--- src/rtl/stream_demux_pkg.sv ---
// -----------------------------------------------------------------------------
// stream_demux_pkg
// Shared definitions for the stream demultiplexer:
//   - clog2()       : minimum select width needed to address a channel count
//   - sel_w_legal() : elaboration-time legality test for NUM_CH / SEL_W
//   - MIN_CH/MAX_CH : supported channel-count range
// -----------------------------------------------------------------------------
package stream_demux_pkg;

  localparam int MIN_CH = 2;
  localparam int MAX_CH = 16;

  // Smallest w with 2**w >= value (0 for value <= 1). Bounded loop so it
  // stays usable in constant expressions.
  function automatic int clog2(input int value);
    int w;
    w = 0;
    for (int i = 0; i < 31; i++) begin
      if ((1 << i) < value) w = i + 1;
    end
    return w;
  endfunction

  // True when the select field can address every channel and the channel
  // count is within the supported range.
  function automatic bit sel_w_legal(input int num_ch, input int sel_w);
    return (num_ch >= MIN_CH) && (num_ch <= MAX_CH) && (sel_w >= clog2(num_ch));
  endfunction

endpackage

--- src/rtl/stream_demux_slot.sv ---
// -----------------------------------------------------------------------------
// demux_slot
// One output channel of stream_demux: a full/empty bit plus a data register.
//   clk, rst   : clock, synchronous active-high reset
//   load       : write data_in this edge (accepted word routed here)
//   data_in    : payload to store
//   out_ready  : consumer takes the held word this cycle
//   out_valid  : slot holds a word
//   out_data   : held word; keeps its last value after draining
// -----------------------------------------------------------------------------
module demux_slot #(
  parameter int DATA_W = 8
) (
  input  logic              clk,
  input  logic              rst,
  input  logic              load,
  input  logic [DATA_W-1:0] data_in,
  input  logic              out_ready,
  output logic              out_valid,
  output logic [DATA_W-1:0] out_data
);

  logic              valid_d, valid_q;
  logic [DATA_W-1:0] data_d, data_q;

  // A load always leaves the slot full, even when the old word drains in the
  // same cycle; otherwise a drain empties it and no drain keeps it as is.
  always_comb begin
    valid_d = load | (valid_q & ~out_ready);
    data_d  = load ? data_in : data_q;
  end

  // NOTE: the data register is reset too, because reset must present
  // out_data = 0; it is a single word per slot, not a memory array.
  always_ff @(posedge clk) begin
    // NOTE: non-blocking assignments so every flop samples pre-edge values.
    if (rst) begin
      valid_q <= 1'b0;
      data_q  <= '0;
    end else begin
      valid_q <= valid_d;
      data_q  <= data_d;
    end
  end

  assign out_valid = valid_q;
  assign out_data  = data_q;

endmodule

--- src/rtl/stream_demux.sv ---
// -----------------------------------------------------------------------------
// stream_demux
// Routes a valid/ready stream from one producer to one of NUM_CH consumers,
// each behind a one-entry registered buffer with its own back-pressure.
//   clk, rst    : clock, synchronous active-high reset
//   en          : global enable; 0 blocks new words, held words still drain
//   in_valid/in_ready/in_data/in_sel : producer handshake, payload, channel
//   out_valid/out_ready/out_data     : per-channel handshake; channel k data
//                                      at out_data[k*DATA_W +: DATA_W]
//   drop_pulse  : one-cycle pulse after a word with in_sel >= NUM_CH was
//                 accepted and discarded
//   busy        : some channel holds a word
// -----------------------------------------------------------------------------
module stream_demux
  import stream_demux_pkg::*;
#(
  parameter int NUM_CH = 4,
  parameter int DATA_W = 8,
  parameter int SEL_W  = 2
) (
  input  logic                     clk,
  input  logic                     rst,
  input  logic                     en,
  input  logic                     in_valid,
  output logic                     in_ready,
  input  logic [DATA_W-1:0]        in_data,
  input  logic [SEL_W-1:0]         in_sel,
  output logic [NUM_CH-1:0]        out_valid,
  input  logic [NUM_CH-1:0]        out_ready,
  output logic [NUM_CH*DATA_W-1:0] out_data,
  output logic                     drop_pulse,
  output logic                     busy
);

  if (!sel_w_legal(NUM_CH, SEL_W)) begin : g_bad_params
    $error("stream_demux: illegal NUM_CH=%0d / SEL_W=%0d", NUM_CH, SEL_W);
  end

  logic [NUM_CH-1:0] sel_hit;
  logic [NUM_CH-1:0] load;
  logic              in_range;
  logic              slot_free;
  logic              accept;
  logic              drop_d, drop_q;

  // One-hot compare against every real index: a select beyond NUM_CH-1 hits
  // nothing, so it can never alias onto a channel.
  always_comb begin
    // NOTE: every always_comb output gets a default first so no latch forms.
    sel_hit = '0;
    for (int k = 0; k < NUM_CH; k++) begin
      sel_hit[k] = (in_sel == SEL_W'(k));
    end
    in_range  = |sel_hit;
    slot_free = |(sel_hit & (~out_valid | out_ready));
    // Out-of-range words are always accepted (and dropped).
    in_ready  = en & (~in_range | slot_free);
    accept    = in_valid & in_ready;
    load      = sel_hit & {NUM_CH{accept}};
    drop_d    = accept & ~in_range;
  end

  always_ff @(posedge clk) begin
    if (rst) drop_q <= 1'b0;
    else     drop_q <= drop_d;
  end

  for (genvar g = 0; g < NUM_CH; g++) begin : g_slot
    demux_slot #(
      .DATA_W (DATA_W)
    ) u_slot (
      .clk       (clk),
      .rst       (rst),
      .load      (load[g]),
      .data_in   (in_data),
      .out_ready (out_ready[g]),
      .out_valid (out_valid[g]),
      .out_data  (out_data[g*DATA_W +: DATA_W])
    );
  end

  assign drop_pulse = drop_q;
  assign busy       = |out_valid;

endmodule

--- config.mk ---
export PLATFORM = sky130hd
export DESIGN_NAME = stream_demux
export DESIGN_NICKNAME = d
export VERILOG_FILES = /design/src/rtl/stream_demux_pkg.sv /design/src/rtl/stream_demux_slot.sv /design/src/rtl/stream_demux.sv
export SDC_FILE = /design/constraint.sdc
export NUM_CORES = 1
export LEC_CHECK = 0
export CORE_MARGIN = 5
export CORE_UTILIZATION = 25
export CTS_CLUSTER_SIZE = 8
export DETAILED_ROUTE_END_ITERATION = 8
export GPL_ROUTABILITY_DRIVEN = 1
export HOLD_SLACK_MARGIN = 0.15
export PLACE_DENSITY = 0.59
export SYNTH_ARGS = -nofsm -noshare
export SYNTH_HDL_FRONTEND = slang
export SYNTH_SLANG_ARGS = --single-unit
--- constraint.sdc ---
create_clock -name clk -period 2.4 [get_ports clk]
set_clock_uncertainty 0.05 [all_clocks]
set_input_delay 0.48 -clock clk [delete_from_list [all_inputs] [get_ports clk]]
set_output_delay 0.48 -clock clk [all_outputs]
set_load 0.05 [all_outputs]
# Word-level counts from Yosys, hierarchy flattened

Cells that the tools add are included.

Logic and storage cells: 37
Bits of input ports: 18
Output and inout bits: 39
Register bits: 37

Reduce and logical (&&, ||, !) cells: 4
Eq/ne operators: 3
Bitwise logic cells: 21

Operator list:

| kind                                                             | count |
|---|---|
| 4-bit OR reduction                                               | 3 |
| 4-bit bitwise AND                                                | 2 |
| 1-bit bitwise AND                                                | 7 |
| 1-bit NOT                                                        | 5 |
| 1-bit OR                                                         | 5 |
| 2-bit == test (second input constant)                            | 2 |
| 4-bit NOT                                                        | 1 |
| 4-bit OR                                                         | 1 |
| 2-bit by 1-bit == test with 1-bit output (second input constant) | 1 |
| 2-bit logical NOT                                                | 1 |

# Logic depth before layout (Yosys ltp)

Gate-level depths: netlist (run 1).

Depth in word-level cells: 9
Mapped depth: 4

# By module

Synthesis (run 1) repeated with hierarchy kept, for this count alone.

Cell total of the unflattened synthesis: 140
Area total of the unflattened synthesis: 1,432.6 µm²

By module, submodules not included:

| module       | times used | cells an instance | area an instance (µm²) |
|---|---|---|---|
| demux_slot   | 4          | 30                | 321.6 |
| stream_demux | 1          | 20                | 146.4 |

# Least setup slack after synthesis (run 1)

Ideal clock, no wire load.

Path kind: input-to-output
From: input port out_ready[2]
To: output port in_ready
Stages on the path: 3
Arrival time: 1.396 ns
Path buffers: 0
Required time: 1.870 ns
Slack: 0.474 ns
Path through: nand2b_1 > mux4_2 > and2_1

Word-level cells in the longest chain between the ends: 5

RTL lines:

| what               | RTL line           | RTL |
|---|---|---|
| start: declaration | stream_demux.sv:29 | `input logic [NUM_CH-1:0] out_ready,` |
| 4-bit OR           | stream_demux.sv:55 | `slot_free = \|(sel_hit & (~out_valid \| out_ready));` |
| 4-bit bitwise AND  | stream_demux.sv:55 |  |
| 4-bit OR reduction | stream_demux.sv:55 |  |
| 1-bit OR           | stream_demux.sv:57 | `in_ready = en & (~in_range \| slot_free);` |
| 1-bit bitwise AND  | stream_demux.sv:57 |  |
| end: declaration   | stream_demux.sv:25 | `output logic in_ready,` |

No other way between the ends.

# Worst setup path in the final report (run 1)

From: input port in_sel[0]
To: output port in_ready

Word-level cells in the longest chain between the ends: 5
Elaborated cells on any way between the ends: 10
Classes of those cells: 3 x eq/ne; 4 x bitwise; 3 x reduce/logical

RTL lines:

| what                                                                   | RTL line                               | RTL |
|---|---|---|
| start: declaration                                                     | stream_demux.sv:27                     | `input logic [SEL_W-1:0] in_sel,` |
| 2-bit by 1-bit == test with 1-bit output, or another cell as far along | stream_demux.sv:52                     | `sel_hit[k] = (in_sel == SEL_W'(k));` |
| 4-bit bitwise AND or 4-bit OR reduction (tied branches)                | stream_demux.sv:55, stream_demux.sv:54 |  |
| 4-bit OR reduction or 1-bit NOT (tied branches)                        | stream_demux.sv:55, stream_demux.sv:57 |  |
| 1-bit OR *                                                             | stream_demux.sv:57                     |  |
| 1-bit bitwise AND *                                                    | stream_demux.sv:57                     |  |

Mark *: on every way between the ends. The rest lies on a longest branch, timed or not.

==> summary.txt, run 1 <==
Clock sink count = 37
Global route total overflow = 0
Mapped Avg Cell Area = 11.0 um2
Die Area = 7830 um2
Filler Cell Count = 618
Cell count of the worst hold path = 2
I/O Buffers = 56
Power density cells = 606 nW/um2
Setup Fix Bufs, Post-CTS = 0
Number of global-route vias before repair = 1139
Slew headroom = 0.657
WL/cell = 13.4 um
Placer Congestion = 0.753
Critical Path AT = 1.83 ns
Initial core utilization = 0.258
Total GRT Usage = 0.0964
Setup_tns = 0 ns
Area of the multi-input gates = 719 um2
Setup CP Type = primary input to output port
Clock buffer depth = 2
CP endpoint kind = output port
Clk slew on worst S/H paths = 0.08 ns
Seq/Total Area, Yosys = 0.481
Hold crit path type = flip-flop to flip-flop
Initial antenna violation count = 0
Mapped Cells = 140
Htree depth = 2
Via count = 1148
Dpl ws = 0.0224 ns
Num CTS Buffers = 5
Global-route wire length before repair = 5640 um
FF+latch count, synth = 37
Post-Syn Area = 1540 um2
Critical path cell sequence = clkdlybuf4s50_1, mux4_2, and2_1, buf_6
Setup WS post-layout = 0.0441 ns
Net Count, Synth = 158
Required @ worst endpoint = 1.87 ns
Maximum number of pins on one net before global-route repair = 45
Worst VDD drop = 0.312 mV
Hold Violations, Final = 0
Worst R2R Path Depth = 4
Layout cells sized above 1 = 0.0955
CTS tree = yes
Register area = 741 um2
Status = finished clean
DRT Wirelength = 3670 um
Worst skew pair latency = 0.28 ns
Slew @ Worst Pin = 0.513 ns
Crit start category = primary input
RSZ-0062 raised after global routing = false
Post-route DRC violation count = 0
Count of unique library cells instantiated by Yosys = 19
Syn. warnings = 0
Most frequent cells in the layout = 54 x clkdlybuf4s50_1, 43 x nand2b_1, 37 x dfxtp_1, 32 x mux2i_1, 7 x buf_4
Static Leak = 0.967 nW
Tot Pwr = 0.00139 W
Crit path buffers/inverters = 2
P&R area growth vs syn = 48.6%
Die height = 88.5 um
Core ar. = 5960 um2
CP top delay family = buffers and inverters
DP HPWL = 2560 um
DRT antenna net count = 0
DR pass1 iterations = 4
Critical path peak fanout = 3
Commonest non-fill, non-tap cell in the layout = clkdlybuf4s50_1
IO Count = 57
Layout Nets = 216
Hold_buf cts = 0
CTS Root Cell = clkbuf_8
Die span in x = 88.5 um
Finish-stage setup viols = 0
Max Cap Viol = 0
Iter 0 DRT Violations = 18
F_max = 424 MHz
Max-slew violations = 0
# diodes = 0
Stages on the worst setup path = 4
Worst path slowest cell = clkdlybuf4s50_1
Crit path time final = 2.36 ns
Largest stage delay, worst path = 0.52 ns
Avg Vias per Cell = 4.19
Rows = 28
Crit share post-route = 0.982
==> logic make-up after synthesis <==
| group | share of synthesized area |
|---|---|
| AND/OR/NAND/NOR | 0.226 |
| flip-flops | 0.481 |
| other | 0.00244 |
| AO/OA/AOI/OAI | 0.0163 |
| buffers and inverters | 0.0512 |
| multiplexers | 0.223 |
==> final cells by class <==
| class | count | share of cell area |
|---|---|---|
| clock inverter | 2 | 0.0164 |
| multi-input combinational | 91 | 0.315 |
| sequential | 37 | 0.324 |
| timing repair buffer | 63 | 0.268 |
| clock buffer | 6 | 0.0361 |
| tap | 75 | 0.0410 |
==> registers in the layout (all words and copies together), names as in the netlist <==
register and count:
g_slot.u_slot.out_data 32, drop_pulse 1, g_slot.u_slot.out_valid 4
==> where the power goes <==
| group | internal, W | switching [W] | total, W |
|---|---|---|---|
| clock network | 0.000338 | 0.000228 | 0.000566 |
| logic | 0.0000820 | 0.000102 | 0.000184 |
| registers | 0.000628 | 0.00000763 | 0.000635 |
==> worst min-delay path: stages, from the launching register on <==
cell and delay, ns:
dfxtp_1 0.31, nand2b_1 0.06, mux2i_1 0.06
==> per-layer routing <==
layer	global-route usage	vias up	share of wire
met5	0	-	0
met4	0.0288	0	0.011
met3	0.0410	6	0.082
met2	0.160	40	0.46
met1	0.113	527	0.45
li1	-	575	-
==> cells in the mapped netlist <==
cell type	number	area (um2)
nand3b_1	1	7.51
and3b_1	1	8.76
o21ba_1	1	10.0
mux2i_1	32	320
buf_6	1	11.3
nand2b_4	1	13.8
conb_1	1	3.75
clkbuf_1	4	15.0
buf_4	7	52.6
nor3b_2	1	12.5
mux4_2	1	22.5
a21oi_1	3	15.0
and3_1	1	6.26
nor2b_1	1	6.26
nand3_1	2	10.0
dfxtp_1	37	741
nand2b_1	43	269
and2_1	1	6.26
or4_1	1	7.51
==> final timing paths <==
kind | to | slack [ns] | start
setup / recovery | in_ready | 0.04 | in_sel[0]
hold / removal | g_slot[0].u_slot.out_data[7] | 0.42 | g_slot[0].u_slot.out_data[7]
setup reg to reg | g_slot[0].u_slot.out_data[2] | 1.18 | g_slot[0].u_slot.out_valid
hold reg to reg | g_slot[0].u_slot.out_data[7] | 0.42 | g_slot[0].u_slot.out_data[7]
==> metrics by stage <==
stage	instance area [um2]	hold slack (ns)	util	instances
final	2290	0.421	0.384	274
after global routing	2290	0.449	0.384	274
after CTS	2280	0.430	0.383	274
after detailed placement	2160	0.417	0.363	266
after global placement	2160	0.410	0.363	266
after floorplan	1540	0.438	-	140
==> repair_timing <==
| action | in CTS | in global routing |
|---|---|---|
| setup endpoints to repair | 1 | 1 |
| gates resized for setup | 1 | 1 |
| gates cloned | 0 | 0 |
Power figures use the tool's default switching activity.
==> run 2, diff against run 1 <==
--- a/config.mk
+++ b/config.mk
@@ -5,13 +5,14 @@
 export SDC_FILE = /design/constraint.sdc
 export NUM_CORES = 1
 export LEC_CHECK = 0
+export CAP_MARGIN = 15
 export CORE_MARGIN = 5
 export CORE_UTILIZATION = 25
 export CTS_CLUSTER_SIZE = 8
 export DETAILED_ROUTE_END_ITERATION = 8
 export GPL_ROUTABILITY_DRIVEN = 1
 export HOLD_SLACK_MARGIN = 0.15
-export PLACE_DENSITY = 0.59
+export PLACE_DENSITY_LB_ADDON = 0.15
 export SYNTH_ARGS = -nofsm -noshare
 export SYNTH_HDL_FRONTEND = slang
 export SYNTH_SLANG_ARGS = --single-unit
==> run 2 against run 1 <==
  * Total power shrank 11%
  * Core utilization fell by 0.50 points
  * Count of clock-buffer cells in the layout did not move
  * Critical path type unchanged
  * Largest cell class unchanged
  * Largest power group unchanged
==> summary.txt, run 2 (synthesized netlist as in run 1, its figures left out) <==
Placer Congestion = 0.873 (was 0.753)
Most frequent cells in the layout = 54 x clkdlybuf4s50_1, 43 x nand2b_1, 37 x dfxtp_1, 32 x mux2i_1, 8 x buf_4 (was 54 x clkdlybuf4s50_1, 43 x nand2b_1, 37 x dfxtp_1, 32 x mux2i_1, 7 x buf_4)
Crit share post-route = 0.979 (was 0.982)
Initial antenna violation count = 0 (unchanged)
Static Leak = 0.959 nW (was 0.967 nW)
Filler Cell Count = 605 (was 618)
Launching point of the worst reg2reg path = g_slot[1].u_slot.out_valid (was g_slot[0].u_slot.out_valid)
CP startpoint = in_sel[0] (unchanged)
Setup_tns = 0 ns (unchanged)
Slew headroom = 0.635 (was 0.657)
DRT antenna net count = 0 (unchanged)
Die height = 88.5 um (unchanged)
Layout cells sized above 1 = 0.0950 (was 0.0955)
CTS tree = yes (unchanged)
Layout Nets = 217 (was 216)
Placed Area = 2170 um2 (was 2160 um2)
DR pass1 iterations = 4 (unchanged)
Worst skew pair latency = 0.28 ns (about the same)
Crit start category = primary input (unchanged)
Cell count of the worst hold path = 2 (unchanged)
DP HPWL = 2880 um (was 2560 um)
Worst path slowest cell = clkdlybuf4s50_1 (unchanged)
Clock sink count = 37 (unchanged)
Number of global-route vias before repair = 1262 (was 1139)
Power density cells = 547 nW/um2 (was 606 nW/um2)
IO Count = 57 (unchanged)
Rows = 28 (unchanged)
Htree depth = 2 (unchanged)
Final Cell Area = 2260 um2 (was 2290 um2)
Hold crit path type = flip-flop to flip-flop (unchanged)
CP endpoint kind = output port (unchanged)
Hold_buf cts = 0 (unchanged)
Global-route wire length before repair = 6310 um (was 5640 um)
Area of the multi-input gates = 719 um2 (unchanged)
Num CTS Buffers = 5 (unchanged)
Avg Vias per Cell = 4.19 (about the same)
Finish-stage setup viols = 0 (unchanged)
Critical path peak fanout = 3 (unchanged)
Via count = 1153 (was 1148)
Worst R2R Path Depth = 5 (was 4)
DRT Wirelength = 3990 um (was 3670 um)
Crit path time final = 2.35 ns (was 2.36 ns)
Iter 0 DRT Violations = 17 (was 18)
Status = finished clean (unchanged)
Largest stage delay, worst path = 0.51 ns (was 0.52 ns)
Maximum number of pins on one net before global-route repair = 35 (was 45)
Commonest non-fill, non-tap cell in the layout = clkdlybuf4s50_1 (unchanged)
WL/cell = 14.5 um (was 13.4 um)
Hold Violations, Final = 0 (unchanged)
Required @ worst endpoint = 1.87 ns (about the same)
# diodes = 0 (unchanged)
F_max = 426 MHz (was 424 MHz)
Die Area = 7830 um2 (unchanged)
Slew @ Worst Pin = 0.546 ns (was 0.513 ns)
Total GRT Usage = 0.108 (was 0.0964)
Worst VDD drop = 0.335 mV (was 0.312 mV)
I/O Buffers = 56 (unchanged)
Clk slew on worst S/H paths = 0.06 ns (was 0.08 ns)
Critical path cell sequence = clkdlybuf4s50_1, mux4_2, and2_1, buf_6 (unchanged)
Hold Startpoint = g_slot[1].u_slot.out_data[7] (was g_slot[0].u_slot.out_data[7])
Clock buffer depth = 2 (unchanged)
P&R area growth vs syn = 46.7% (was 48.6%)
Core ar. = 5960 um2 (unchanged)
Register area = 741 um2 (unchanged)
Max-slew violations = 0 (unchanged)
CTS Root Cell = clkbuf_8 (unchanged)
Global route total overflow = 0 (unchanged)
Setup Fix Bufs, Post-CTS = 0 (unchanged)
Worst hold slack = 0.423 ns (was 0.421 ns)
Max reg flops = 32 (unchanged)
Post-route DRC violation count = 0 (unchanged)
Setup CP Type = primary input to output port (unchanged)
RSZ-0062 raised after global routing = false (unchanged)
Max Cap Viol = 0 (unchanged)
Critical Path AT = 1.82 ns (was 1.83 ns)
Die span in x = 88.5 um (unchanged)
Initial core utilization = 0.258 (unchanged)
## run 2: cell types whose count changed in the layout (fill, tap and decap cells not counted), sizes merged
cell	delta
clkinvlp	-1
clkinv	+2
bufinv	-1
buf	+1
## run 2: layout make-up
| cell class | instances | share of cell area |
|---|---|---|
| sequential | 37 | 0.328 |
| multi-input combinational | 91 | 0.319 |
| timing repair buffer | 64 | 0.275 |
| tap | 75 | 0.0416 |
| clock buffer | 6 | 0.0322 |
| clock inverter | 2 | 0.00443 |
## run 2: worst paths after layout
kind                                  end  slack, ns
max                              in_ready       0.05
min          g_slot[1].u_slot.out_data[7]       0.42
max reg2reg  g_slot[1].u_slot.out_data[6]       1.16
min reg2reg  g_slot[1].u_slot.out_data[7]       0.42
## run 2: power breakdown
part	internal, W	leakage, nW	switching, W
logic	0.0000830	0.614	0.000104
registers	0.000628	0.300	0.00000820
clock network	0.000201	0.0450	0.000211
## run 2: through the flow
stage	total power [W]	utilization	setup slack, ns	instances
after floorplan	0.000762	-	0.474	140
after global placement	0.000837	0.365	0.0465	267
after detailed placement	0.000839	0.365	0.0142	267
after CTS	0.00126	0.378	0.0144	275
after global routing	0.00129	0.379	0.00615	275
final	0.00124	0.379	0.0499	275
## run 2: routing by layer
layer | vias to the layer above | global-route usage | part of all wire
met1 | 531 | 0.130 | 0.45
met2 | 39 | 0.174 | 0.45
met3 | 6 | 0.0466 | 0.084
met4 | 0 | 0.0330 | 0.012
li1 | 577 | - | -
met5 | - | 0 | 0
## run 2: worst max-delay path: cells and delay by family
kind          cells  cell delay (ns)
simple gates      1             0.18
mux               1             0.50
buf+inv           2             0.66
## run 2: timing repair
action                                  CTS  global route
pin swaps                                 0             0
gates resized for setup                   1             1
endpoints found under the setup margin    1             1
gates cloned                              0             0
==> run 3, diff against run 2 <==
--- a/config.mk
+++ b/config.mk
@@ -8,6 +8,7 @@
 export CAP_MARGIN = 15
 export CORE_MARGIN = 5
 export CORE_UTILIZATION = 25
+export CTS_BUF_LIST = sky130_fd_sc_hd__clkbuf_16
 export CTS_CLUSTER_SIZE = 8
 export DETAILED_ROUTE_END_ITERATION = 8
 export GPL_ROUTABILITY_DRIVEN = 1
==> run 3 against run 2 <==
  * Count of clock-buffer cells in the layout is 1 lower
  * Total power is 16% higher
  * Sequential share of layout area is 0.80 points lower
  * Non-clock buffer count stayed put
  * Die area stayed put
  * Clock power is 47% higher
  * Combinational power hardly changed
  * Largest power group unchanged
  * Fmax stayed put
  * First-iteration DRC count is 12% higher
  * Sequential cell count stayed put
==> summary.txt, run 3 (synthesized netlist as in run 1, its figures left out) <==
Filler Cell Count = 599 (was 605)
Num CTS Buffers = 5 (unchanged)
F_max = 426 MHz (unchanged)
Pint = 0.00109 W (was 0.000912 W)
Hold_buf cts = 0 (unchanged)
Maximum number of pins on one net before global-route repair = 35 (unchanged)
Clk slew on worst S/H paths = 0.05 ns (was 0.06 ns)
Area of the multi-input gates = 719 um2 (unchanged)
Global route total overflow = 0 (unchanged)
Crit start category = primary input (unchanged)
CP top delay family = buffers and inverters (unchanged)
Clock sink count = 37 (unchanged)
Initial antenna violation count = 0 (unchanged)
Die span in x = 88.5 um (unchanged)
Crit path time final = 2.35 ns (unchanged)
Largest stage delay, worst path = 0.51 ns (about the same)
Commonest non-fill, non-tap cell in the layout = clkdlybuf4s50_1 (unchanged)
Total GRT Usage = 0.108 (unchanged)
Initial core utilization = 0.258 (unchanged)
Die height = 88.5 um (unchanged)
# diodes = 0 (unchanged)
WL/cell = 14.5 um (about the same)
Layout cells sized above 1 = 0.0950 (unchanged)
Required @ worst endpoint = 1.87 ns (about the same)
Htree depth = 2 (unchanged)
Worst VDD drop = 0.349 mV (was 0.335 mV)
Max Cap Viol = 0 (unchanged)
Hold Violations, Final = 0 (unchanged)
Max reg flops = 32 (unchanged)
Launching point of the worst reg2reg path = g_slot[1].u_slot.out_valid (unchanged)
Iter 0 DRT Violations = 19 (was 17)
Crit path buffers/inverters = 2 (unchanged)
Status = finished clean (unchanged)
Via count = 1148 (was 1153)
CP endpoint kind = output port (unchanged)
Clk pwr share = 0.424 (was 0.334)
Slew headroom = 0.635 (about the same)
IO Count = 57 (unchanged)
Clock buffer depth = 2 (unchanged)
Part of the power in combinational logic = 0.130 (was 0.151)
P&R area growth vs syn = 50.3% (was 46.7%)
Post-route DRC violation count = 0 (unchanged)
DR pass1 iterations = 4 (unchanged)
I/O Buffers = 56 (unchanged)
DRT Wirelength = 3980 um (was 3990 um)
Worst setup endpoint = in_ready (unchanged)
Layout Nets = 217 (unchanged)
CTS Root Cell = clkbuf_16 (was clkbuf_8)
Max-slew violations = 0 (unchanged)
Most frequent cells in the layout = 54 x clkdlybuf4s50_1, 43 x nand2b_1, 37 x dfxtp_1, 32 x mux2i_1, 8 x buf_4 (unchanged)
Number of global-route vias before repair = 1263 (was 1262)
Crit share post-route = 0.979 (unchanged)
DP HPWL = 2880 um (unchanged)
Critical Path AT = 1.82 ns (about the same)
Setup Fix Bufs, Post-CTS = 0 (unchanged)
R2r endpoint = g_slot[1].u_slot.out_data[6] (unchanged)
Register area = 741 um2 (unchanged)
Worst path slowest cell = clkdlybuf4s50_1 (unchanged)
Placer Congestion = 0.873 (unchanged)
Core ar. = 5960 um2 (unchanged)
Tot Pwr = 0.00143 W (was 0.00124 W)
Worst R2R Path Depth = 5 (unchanged)
Worst skew pair latency = 0.27 ns (was 0.28 ns)
Critical path cell sequence = clkdlybuf4s50_1, mux4_2, and2_1, buf_6 (unchanged)
Rows = 28 (unchanged)
Setup_tns = 0 ns (unchanged)
Power density cells = 618 nW/um2 (was 547 nW/um2)
CTS tree = yes (unchanged)
Finish-stage setup viols = 0 (unchanged)
Setup CP Type = primary input to output port (unchanged)
P_sw = 0.000342 W (was 0.000323 W)
Sw frac = 0.239 (was 0.262)
Static Leak = 0.989 nW (was 0.959 nW)
RSZ-0062 raised after global routing = false (unchanged)
Hold crit path type = flip-flop to flip-flop (unchanged)
Stages on the worst setup path = 4 (unchanged)
Avg Vias per Cell = 4.17 (was 4.19)
CP startpoint = in_sel[0] (unchanged)
Global-route wire length before repair = 6300 um (was 6310 um)
Reg-to-reg slack, setup = 1.17 ns (was 1.16 ns)
Critical path peak fanout = 3 (unchanged)
DRT antenna net count = 0 (unchanged)
Die Area = 7830 um2 (unchanged)
Flop pwr share = 0.446 (was 0.515)
Slew @ Worst Pin = 0.546 ns (about the same)
-- run 3: cell types whose count changed in the layout (fill, tap and decap cells not counted) --
cell       delta
clkbuf_1      -1
clkbuf_16     +5
clkbuf_8      -5
inv_1         +1
-- run 3: power groups by stage --
stage	Clock [W]	Sequential, W	Combinational, W
2_1_floorplan	0	0.000693	0.0000693
3_3_place_gp	0	0.000650	0.000187
3_5_place_dp	0	0.000650	0.000188
4_1_cts	0.000632	0.000637	0.000188
5_1_grt	0.000655	0.000639	0.000197
6_report	0.000606	0.000637	0.000187
-- run 3: worst min-delay path by stage --
stage               slack (ns)                            to  depth (start not counted)                         start
finish                    0.42  g_slot[1].u_slot.out_data[7]                          2  g_slot[1].u_slot.out_data[7]
CTS                       0.43  g_slot[2].u_slot.out_data[7]                          2  g_slot[2].u_slot.out_data[7]
global route              0.44  g_slot[3].u_slot.out_data[7]                          2  g_slot[3].u_slot.out_data[7]
detailed placement        0.42  g_slot[1].u_slot.out_data[3]                          2  g_slot[1].u_slot.out_data[3]
floorplan                 0.44    g_slot[3].u_slot.out_valid                          2    g_slot[3].u_slot.out_valid
global placement          0.41  g_slot[3].u_slot.out_data[3]                          2  g_slot[3].u_slot.out_data[3]
-- run 3: worst reg2reg max path: cells and delay by family, from the launching register on --
kind	cells	cell delay [ns]
multiplexers	1	0.22
buffers and inverters	2	0.36
AND/OR/NAND/NOR	2	0.17
flip-flops	1	0.36
-- run 3: what timing repair did --
action,4_1_cts,5_1_grt
cloned,0,0
gates resized for setup,1,1
setup endpoints to repair,1,1
-- run 3: metal layers --
| metal | routed length (um) | track usage |
|---|---|---|
| met1 | 1810 | 0.130 |
| met2 | 1820 | 0.174 |
| met3 | 331 | 0.0466 |
| met4 | 23 | 0.0330 |
| met5 | 0 | 0 |
-- run 3: final cells by class --
class,instances,area share
sequential,37,0.320
multi-input combinational,91,0.311
timing repair buffer,64,0.268
clock buffer,5,0.0541
tap,75,0.0406
clock inverter,3,0.00595
-- run 3: metrics by stage --
stage / cell area (um2) / utilization / cells / setup slack (ns) / hold WS, ns
after floorplan: 1540 / - / 140 / 0.474 / 0.438
after global placement: 2170 / 0.365 / 267 / 0.0465 / 0.415
after detailed placement: 2170 / 0.365 / 267 / 0.0142 / 0.419
after CTS: 2310 / 0.388 / 275 / 0.0144 / 0.427
after global routing: 2310 / 0.388 / 275 / 0.00615 / 0.442
final: 2310 / 0.388 / 275 / 0.0499 / 0.421
